## src/rtl/stride_prefetch_gen.sv

```systemverilog
// Stride-training prefetch generator: learns a constant demand-access stride and,
// once confident, pushes a burst of predicted addresses into the prefetch queue.
module stride_prefetch_gen #(
  parameter int ADDR_BITS      = 32,
  parameter int PREFETCH_DEPTH = 4,
  parameter int CONF_THRESH    = 2
) (
  input  logic                 clk,
  input  logic                 resetN,
  input  logic                 accessEn,
  input  logic [ADDR_BITS-1:0] accessAddr,
  input  logic                 flush,
  input  logic                 qFull,
  output logic                 pushEn,
  output logic [ADDR_BITS-1:0] inVector,
  output logic [ADDR_BITS-1:0] curStride,
  output logic                 confident
);

  localparam int CONF_W = $clog2(CONF_THRESH + 1);
  localparam int CNT_W  = $clog2(PREFETCH_DEPTH + 1);
  localparam logic [CONF_W-1:0] CONF_MAX = CONF_W'(CONF_THRESH);
  localparam logic [CNT_W-1:0]  CNT_FULL = CNT_W'(PREFETCH_DEPTH);

  localparam logic [1:0] IDLE  = 2'd0;
  localparam logic [1:0] TRAIN = 2'd1;
  localparam logic [1:0] ISSUE = 2'd2;

  logic [1:0]           state_q, state_d;
  logic [ADDR_BITS-1:0] last_q, last_d;
  logic [ADDR_BITS-1:0] stride_q, stride_d;
  logic [CONF_W-1:0]    conf_q, conf_d;
  logic [CNT_W-1:0]     cnt_q, cnt_d;
  logic [ADDR_BITS-1:0] next_q, next_d;
  logic [ADDR_BITS-1:0] delta;
  logic [CONF_W-1:0]    conf_inc;

  assign pushEn    = (state_q == ISSUE) && !qFull;
  assign inVector  = next_q;
  assign curStride = stride_q;
  assign confident = (conf_q == CONF_MAX);

  assign delta    = accessAddr - last_q;
  assign conf_inc = (conf_q == CONF_MAX) ? conf_q : conf_q + CONF_W'(1);

  always_comb begin
    state_d  = state_q;
    last_d   = last_q;
    stride_d = stride_q;
    conf_d   = conf_q;
    cnt_d    = cnt_q;
    next_d   = next_q;
    if (flush) begin
      state_d  = IDLE;
      last_d   = '0;
      stride_d = '0;
      conf_d   = '0;
      cnt_d    = '0;
      next_d   = '0;
    end else if (state_q == IDLE) begin
      if (accessEn) begin
        last_d  = accessAddr;
        conf_d  = '0;
        state_d = TRAIN;
      end
    end else begin
      // Burst advance first; a nonzero-delta access below overrides it.
      if (state_q == ISSUE && pushEn) begin
        next_d = next_q + stride_q;
        cnt_d  = cnt_q - CNT_W'(1);
        if (cnt_q == CNT_W'(1)) state_d = TRAIN;
      end
      if (accessEn && delta != '0) begin
        last_d = accessAddr;
        if (delta != stride_q) begin
          stride_d = delta;
          conf_d   = '0;
          cnt_d    = '0;
          next_d   = next_q;
          state_d  = TRAIN;
        end else begin
          conf_d = conf_inc;
          if (conf_inc == CONF_MAX) begin
            next_d  = accessAddr + stride_q;
            cnt_d   = CNT_FULL;
            state_d = ISSUE;
          end
        end
      end
    end
  end

  always_ff @(posedge clk or negedge resetN) begin
    if (!resetN) begin
      state_q  <= IDLE;
      last_q   <= '0;
      stride_q <= '0;
      conf_q   <= '0;
      cnt_q    <= '0;
      next_q   <= '0;
    end else begin
      state_q  <= state_d;
      last_q   <= last_d;
      stride_q <= stride_d;
      conf_q   <= conf_d;
      cnt_q    <= cnt_d;
      next_q   <= next_d;
    end
  end

endmodule

```

## config.mk

```make
export PLATFORM = sky130hd
export DESIGN_NAME = stride_prefetch_gen
export DESIGN_NICKNAME = d
export VERILOG_FILES = /design/src/rtl/stride_prefetch_gen.sv
export SDC_FILE = /design/constraint.sdc
export NUM_CORES = 1
export LEC_CHECK = 0
export BUFFER_PORTS_ARGS = -buffer_cell sky130_fd_sc_hd__buf_4
export CAP_MARGIN = 20
export CELL_PAD_IN_SITES_DETAIL_PLACEMENT = 0
export CELL_PAD_IN_SITES_GLOBAL_PLACEMENT = 1
export CORE_MARGIN = 2
export CORE_UTILIZATION = 42
export DETAILED_ROUTE_END_ITERATION = 6
export GPL_ROUTABILITY_DRIVEN = 0
export PLACE_DENSITY_LB_ADDON = 0.1
export SYNTH_ARGS = -nofsm -noshare
export SYNTH_HDL_FRONTEND = slang
export SYNTH_SLANG_ARGS = --single-unit
export TNS_END_PERCENT = 30
```

## constraint.sdc

```tcl
create_clock -name clk -period 4 [get_ports clk]
set_input_delay 0 -clock clk [delete_from_list [all_inputs] [get_ports clk]]
set_output_delay 0 -clock clk [all_outputs]
set_load 0.02 [all_outputs]
```

**Word-level counts from Yosys, hierarchy flattened**

Cells that the tools add are included.

- Bits in registers: 103
- Input port bits: 37
- Output and inout port bits: 66
- Word-level logic and storage cells: 65

- $add $sub $neg: 5
- Equal/unequal tests: 8
- Mux-type cells: 34
- Reduce and logical (&&, ||, !) cells: 12

Operators by type and width:

| kind | count |
|---|---|
| $mux W32 | 14 |
| $add A32 B32 Y32 | 2 |
| $ne A32 B32 Y1 | 1 |
| $reduce_bool A32 Y1 | 1 |
| $sub A32 B32 Y32 | 1 |
| $mux W2 | 14 |
| $mux W3 | 6 |
| $eq A2 B2 Y1 const B | 3 |
| $ne A3 B3 Y1 const B | 2 |
| $reduce_and A2 Y1 | 2 |
| $reduce_bool A2 Y1 | 2 |
| $eq A3 B1 Y1 const B | 1 |
| $logic_and A1 B1 Y1 | 3 |
| $reduce_and A3 Y1 | 1 |
| $reduce_bool A3 Y1 | 1 |
| $sub A3 B1 Y3 const B | 1 |
| $add A2 B1 Y2 const B | 1 |
| $logic_not A2 Y1 | 1 |
| $ne A2 B2 Y1 const B | 1 |
| $logic_not A1 Y1 | 1 |

**Logic depth before layout (Yosys ltp)**

- Depth after elaboration: 9
- Gate-level depth with buffers: 19
- Gate-level depth less buffers: 16

**Worst setup path before layout**

OpenSTA, ideal clock, no wires.

- Kind: flip-flop to flip-flop
- Start: register last_q[0]
- End: register stride_q[22], in the netlist curStride[22]
- Library setup time: 132 ps
- Arrival time: 3710 ps
- Required time: 3868 ps
- Slack: 158 ps
- Cell stages (with the launch flop): 19
- Path buffers: 3
- Clock period less this slack: 3842 ps
- Cell sequence: dfrtp_1 > ha_1 > inv_1 > fa_1 > a211oi_2 > o21ai_1 > and4_1 > or4b_1 > nand2_1 > xnor2_1 > xnor2_1 > and4_1 > and4_4 > buf_6 > or3_1 > buf_4 > buf_6 > mux2i_1 > nor2_1

- Longest elaborated chain between the ends: 5
- Elaborated cells between the ends (all ways): 11
- Classes of those cells: add/sub (1); eq/ne (1); mux (4); reduce/logical (5)

Ends and longest elaborated chain:

| item | RTL line | RTL |
|---|---|---|
| start, declared | 30 | `logic [ADDR_BITS-1:0] last_q, last_d;` |
| start signal, assigned | 103 | `last_q <= last_d;` |
| $sub A32 B32 Y32 * | 43 | `assign delta = accessAddr - last_q;` |
| $reduce_bool A32 Y1 or $mux W32 (tied branches) | 73, 75 |  |
| $logic_and A1 B1 Y1 or $mux W32 (tied branches) | 73 | `if (accessEn && delta != '0) begin` |
| $reduce_bool A2 Y1 (no source line) or $mux W32 (tied branches) | - |  |
| $reduce_and A3 Y1 (no source line) or $mux W32 (tied branches) | - |  |
| end signal, assigned | 104 | `stride_q <= stride_d;` |
| end, declared | 31 | `logic [ADDR_BITS-1:0] stride_q, stride_d;` |

Every way passes the cells marked *; elsewhere a longest branch is shown, timed or not. The select of a mux whose other input is x is not followed.
A chain may end at the register's enable or synchronous reset.

**Worst setup path after layout**

- Start: register last_q[0]
- End: register next_q[14], in the netlist inVector[14]

- Longest elaborated chain between the ends: 6
- Elaborated cells between the ends (all ways): 9
- Classes of those cells: add/sub (1); eq/ne (2); mux (3); reduce/logical (3)

Ends and longest elaborated chain:

| item | RTL line | RTL |
|---|---|---|
| $sub A32 B32 Y32 * | 43 |  |
| $reduce_bool A32 Y1 | 73 |  |
| $logic_and A1 B1 Y1 | 73 |  |
| $mux W32 | 73 |  |
| $mux W32 | 60 | `end else if (state_q == IDLE) begin` |
| $mux W32 | 53 | `if (flush) begin` |
| end signal, assigned | 107 | `next_q <= next_d;` |
| end, declared | 34 | `logic [ADDR_BITS-1:0] next_q, next_d;` |

Marked as above.

==> impl_metrics.tcl <==
set metrics [dict create \
    synthArstFlopShare 1.000 \
    grtUsageTotal 0.2644 \
    max_freq_mhz 249.2 \
    clk_pin_slew_ns 0.08 \
    finalPower_mw 3.698 \
    cts_tree "done" \
    ys.flop_type "dfrtp_1" \
    rsz0062_at_grt "yes" \
    dieArea_um2 28310 \
    synth.distinct_cells 96 \
    fillers 2584 \
    port_buffers 102 \
    yosys.area_share.xor_xnor 0.07917 \
    htree_levels 3 \
    crit_fanout 14 \
    hold_viol 0 \
    ctsLongestPathBuffers 2 \
    grt_max_degree 78 \
    slew_viol_final 0 \
    viasPerCell 5.842 \
    drt-total-wl_mm 39.02 \
    setup_viol 3 \
    antenna_found_initial 0 \
    fin_util 0.5414 \
    cts_num_sinks 103 \
    cp-start-kind "flop" \
    synth_nets 1560 \
    path_cells "ha_2 -> inv_2 -> fa_2 -> a211oi_4 -> o21ai_2 -> and4_4 -> or4b_4 -> a31oi_4 -> xnor2_2 -> nor4_2 -> and4_4 -> a21o_4 -> buf_6 -> or2b_4 -> a21oi_4 -> clkbuf_16 -> a32o_1" \
    p_per_area_nw_per_um2 255.6 \
    die_h_um 168.3 \
    die_w_um 168.3 \
    synth_mux_area_frac 0.03291 \
    synth_adder_area_share 0.1135 \
    worst_path_dominant_cell_family "simple AND/OR/NAND/NOR gates" \
    whs_path_depth 5 \
    antenna_cells 0 \
    cpMaxStageDelayCell "or4b_4" \
    r2r-end "inVector[14]" \
    row_count 60 \
    grt_pass1_wl_mm 59.08 \
    grt_pass1_vias 10530 \
    core_area_um2 26730 \
    path_buf_inv 3 \
    ys.warnings.count 0 \
    drt_iter0_markers 895 \
    routedWlPerCell_um 19.72 \
    worst_slack_ns -0.01299 \
    syn_area_per_cell_um2 7.968 \
    violations "DRC, setup timing" \
    status "complete, but fails checks" \
    syn_inst 1422 \
    slew_headroom 0.4362 \
    hpwl_mm 29.39 \
    final_cells 1979 \
    num_vias 11560 \
    rr_worst_depth 17 \
    final_antenna_net_count 0 \
    cts_buffers 9 \
    period_needed_ns 4.013 \
    synth_top_family_by_area "compound AO/OA/AOI/OAI gates" \
    synth_compound_area_frac 0.2658 \
    start_util 0.4240 \
    path_class "flop to flop" \
    ir_drop_uv 214.6 \
    fin_skew_ns 0.009948 \
    drive_gt1_frac 0.2179 \
    clock_latency_ns 0.36 \
    grt_overflow_total 0 \
    synth_seq_cells 103 \
    dpl_cell_area_um2 13120 \
    ios 103 \
    area_delta_synth_final_pct 27.71 \
    yosysSeqAreaShare 0.2275 \
    hold_class "input port to flop" \
    dr.pass1.iters 7 \
    hold_ws_ns 0.09875 \
    end_kind "flop" \
    maxCapViolCount 0 \
    regToRegStartpoint "last_q[0]" \
    p_leak_nw 6.785 \
    finalSetupTns_ns -0.02186 \
    min_period_over_period 1.003 \
    post-place-ws_ns -0.3569 \
    tightestPinTransition_ns 0.8458 \
    slowest_delay_ns 0.54 \
    dp_cells 1912 \
    r2r_slack_ns -0.01 \
    min_from "qFull" \
    path_common_cell "and4_4" \
    synthSimpleGateAreaFrac 0.2274 \
    crit_required_ns 4.29 \
    synth_edf_count 0 \
    synth_area_um2 11330 \
    hold_end "state_q[1]" \
    final_nets 1771 \
    drc 6 \
    critPathArrivalTime_ns 4.31 \
    postLayoutCellArea_um2 14470 \
    cts-root-buf "clkbuf_16" \
]
area by class of cell:
class                      instances  area (um^2)  area share
multi-input combinational       1186         8559      0.5915
sequential                       103         2577      0.1781
timing repair buffer             270         2381      0.1645
tap                              341        426.7     0.02949
inverter                          63        236.5     0.01634
clock buffer                      11        232.7     0.01608
clock inverter                     5        56.30    0.003891
worst min-delay path, cell delays in order:
cell and delay [ns]:
buf_4 0.09, nor2_1 0.05, nand2_1 0.05, o21ai_0 0.06, a21oi_1 0.15
power by group:
part           switching (mW)  internal [mW]  total (mW)
logic                   0.914          0.709        1.62
registers              0.0530           1.08        1.13
clock network           0.453          0.488       0.942
synthesized netlist by cell type (14+ instances only):
| library cell | n | area, um^2 |
|---|---|---|
| nand2_1 | 171 | 641.9 |
| a21oi_1 | 116 | 580.6 |
| nor2_1 | 115 | 431.7 |
| dfrtp_1 | 103 | 2577 |
| ha_1 | 98 | 1226 |
| inv_1 | 61 | 229.0 |
| o21ai_0 | 60 | 300.3 |
| xnor2_1 | 56 | 490.5 |
| a21o_1 | 45 | 337.8 |
| nor3_1 | 40 | 200.2 |
| xor2_1 | 36 | 315.3 |
| clkbuf_1 | 35 | 131.4 |
| mux2i_1 | 35 | 350.3 |
| nand3b_1 | 33 | 247.7 |
| o211ai_1 | 30 | 225.2 |
| nand3_1 | 24 | 120.1 |
| buf_2 | 22 | 110.1 |
| o21a_1 | 19 | 142.6 |
| nand2b_1 | 17 | 106.4 |
| nand4_1 | 17 | 106.4 |
| nor4_1 | 16 | 100.1 |
| and3_1 | 15 | 93.84 |
| o21ai_1 | 15 | 75.07 |
| a31oi_1 | 14 | 87.58 |
logic make-up after synthesis:
| kind of cell | after synthesis |
|---|---|
| compound gates | 439 |
| xor+xnor | 96 |
| fa+ha+maj | 101 |
| buf+inv | 133 |
| flops | 103 |
| mux | 36 |
| simple gates | 514 |
cells in the final DEF, fill, tap and decap left out, types with 17 or more instances in the layout:
| cell | count |
|---|---|
| nand2b_1 | 17 |
| a21o_1 | 44 |
| dlygate4sd3_1 | 33 |
| dfrtp_1 | 103 |
| a21oi_1 | 108 |
| buf_4 | 214 |
| nor3_1 | 36 |
| o21ai_0 | 59 |
| o211ai_1 | 30 |
| xor2_1 | 35 |
| nand2_1 | 169 |
| nand3b_1 | 33 |
| inv_1 | 60 |
| o21a_1 | 17 |
| ha_1 | 91 |
| mux2i_1 | 34 |
| nor2_1 | 113 |
| nand3_1 | 24 |
| nand4_1 | 17 |
| xnor2_1 | 52 |
worst max path at each step:
stage          startpoint  slack [ns]       endpoint  depth (start not counted)
5_1_grt         last_q[0]       -0.13   inVector[14]                         17
2_1_floorplan   last_q[0]        0.16  curStride[22]                         18
3_5_place_dp    last_q[0]       -0.36   curStride[8]                         17
6_report        last_q[0]       -0.01   inVector[14]                         17
3_3_place_gp    last_q[0]       -0.30   curStride[3]                         17
4_1_cts         last_q[0]     0.00006  curStride[24]                         16
repair_timing:
item                                    in CTS  in global routing
endpoints found under the setup margin      71                101
endpoints found under the hold margin       90                  0
gates resized for setup                     18                 74
pin swaps                                   10                 28
setup buffers                                4                  6
cloned                                       2                  6
hold buffers                                33                  0
routing by layer:
layer / GRT usage / vias up / routed length [um]
met4: 0.06259 / 0 / 771
met2: 0.4096 / 318 / 17420
met3: 0.01740 / 44 / 1698
li1: - / 5652 / -
met5: 0 / - / 0
met1: 0.4009 / 5547 / 19130
sequential cells by signal (all words and copies together) (netlist names):
name       count
last_q        32
state_q        2
inVector      32
conf_q         2
curStride     32
cnt_q          3
Note: power is estimated with default switching activity, not from simulation.
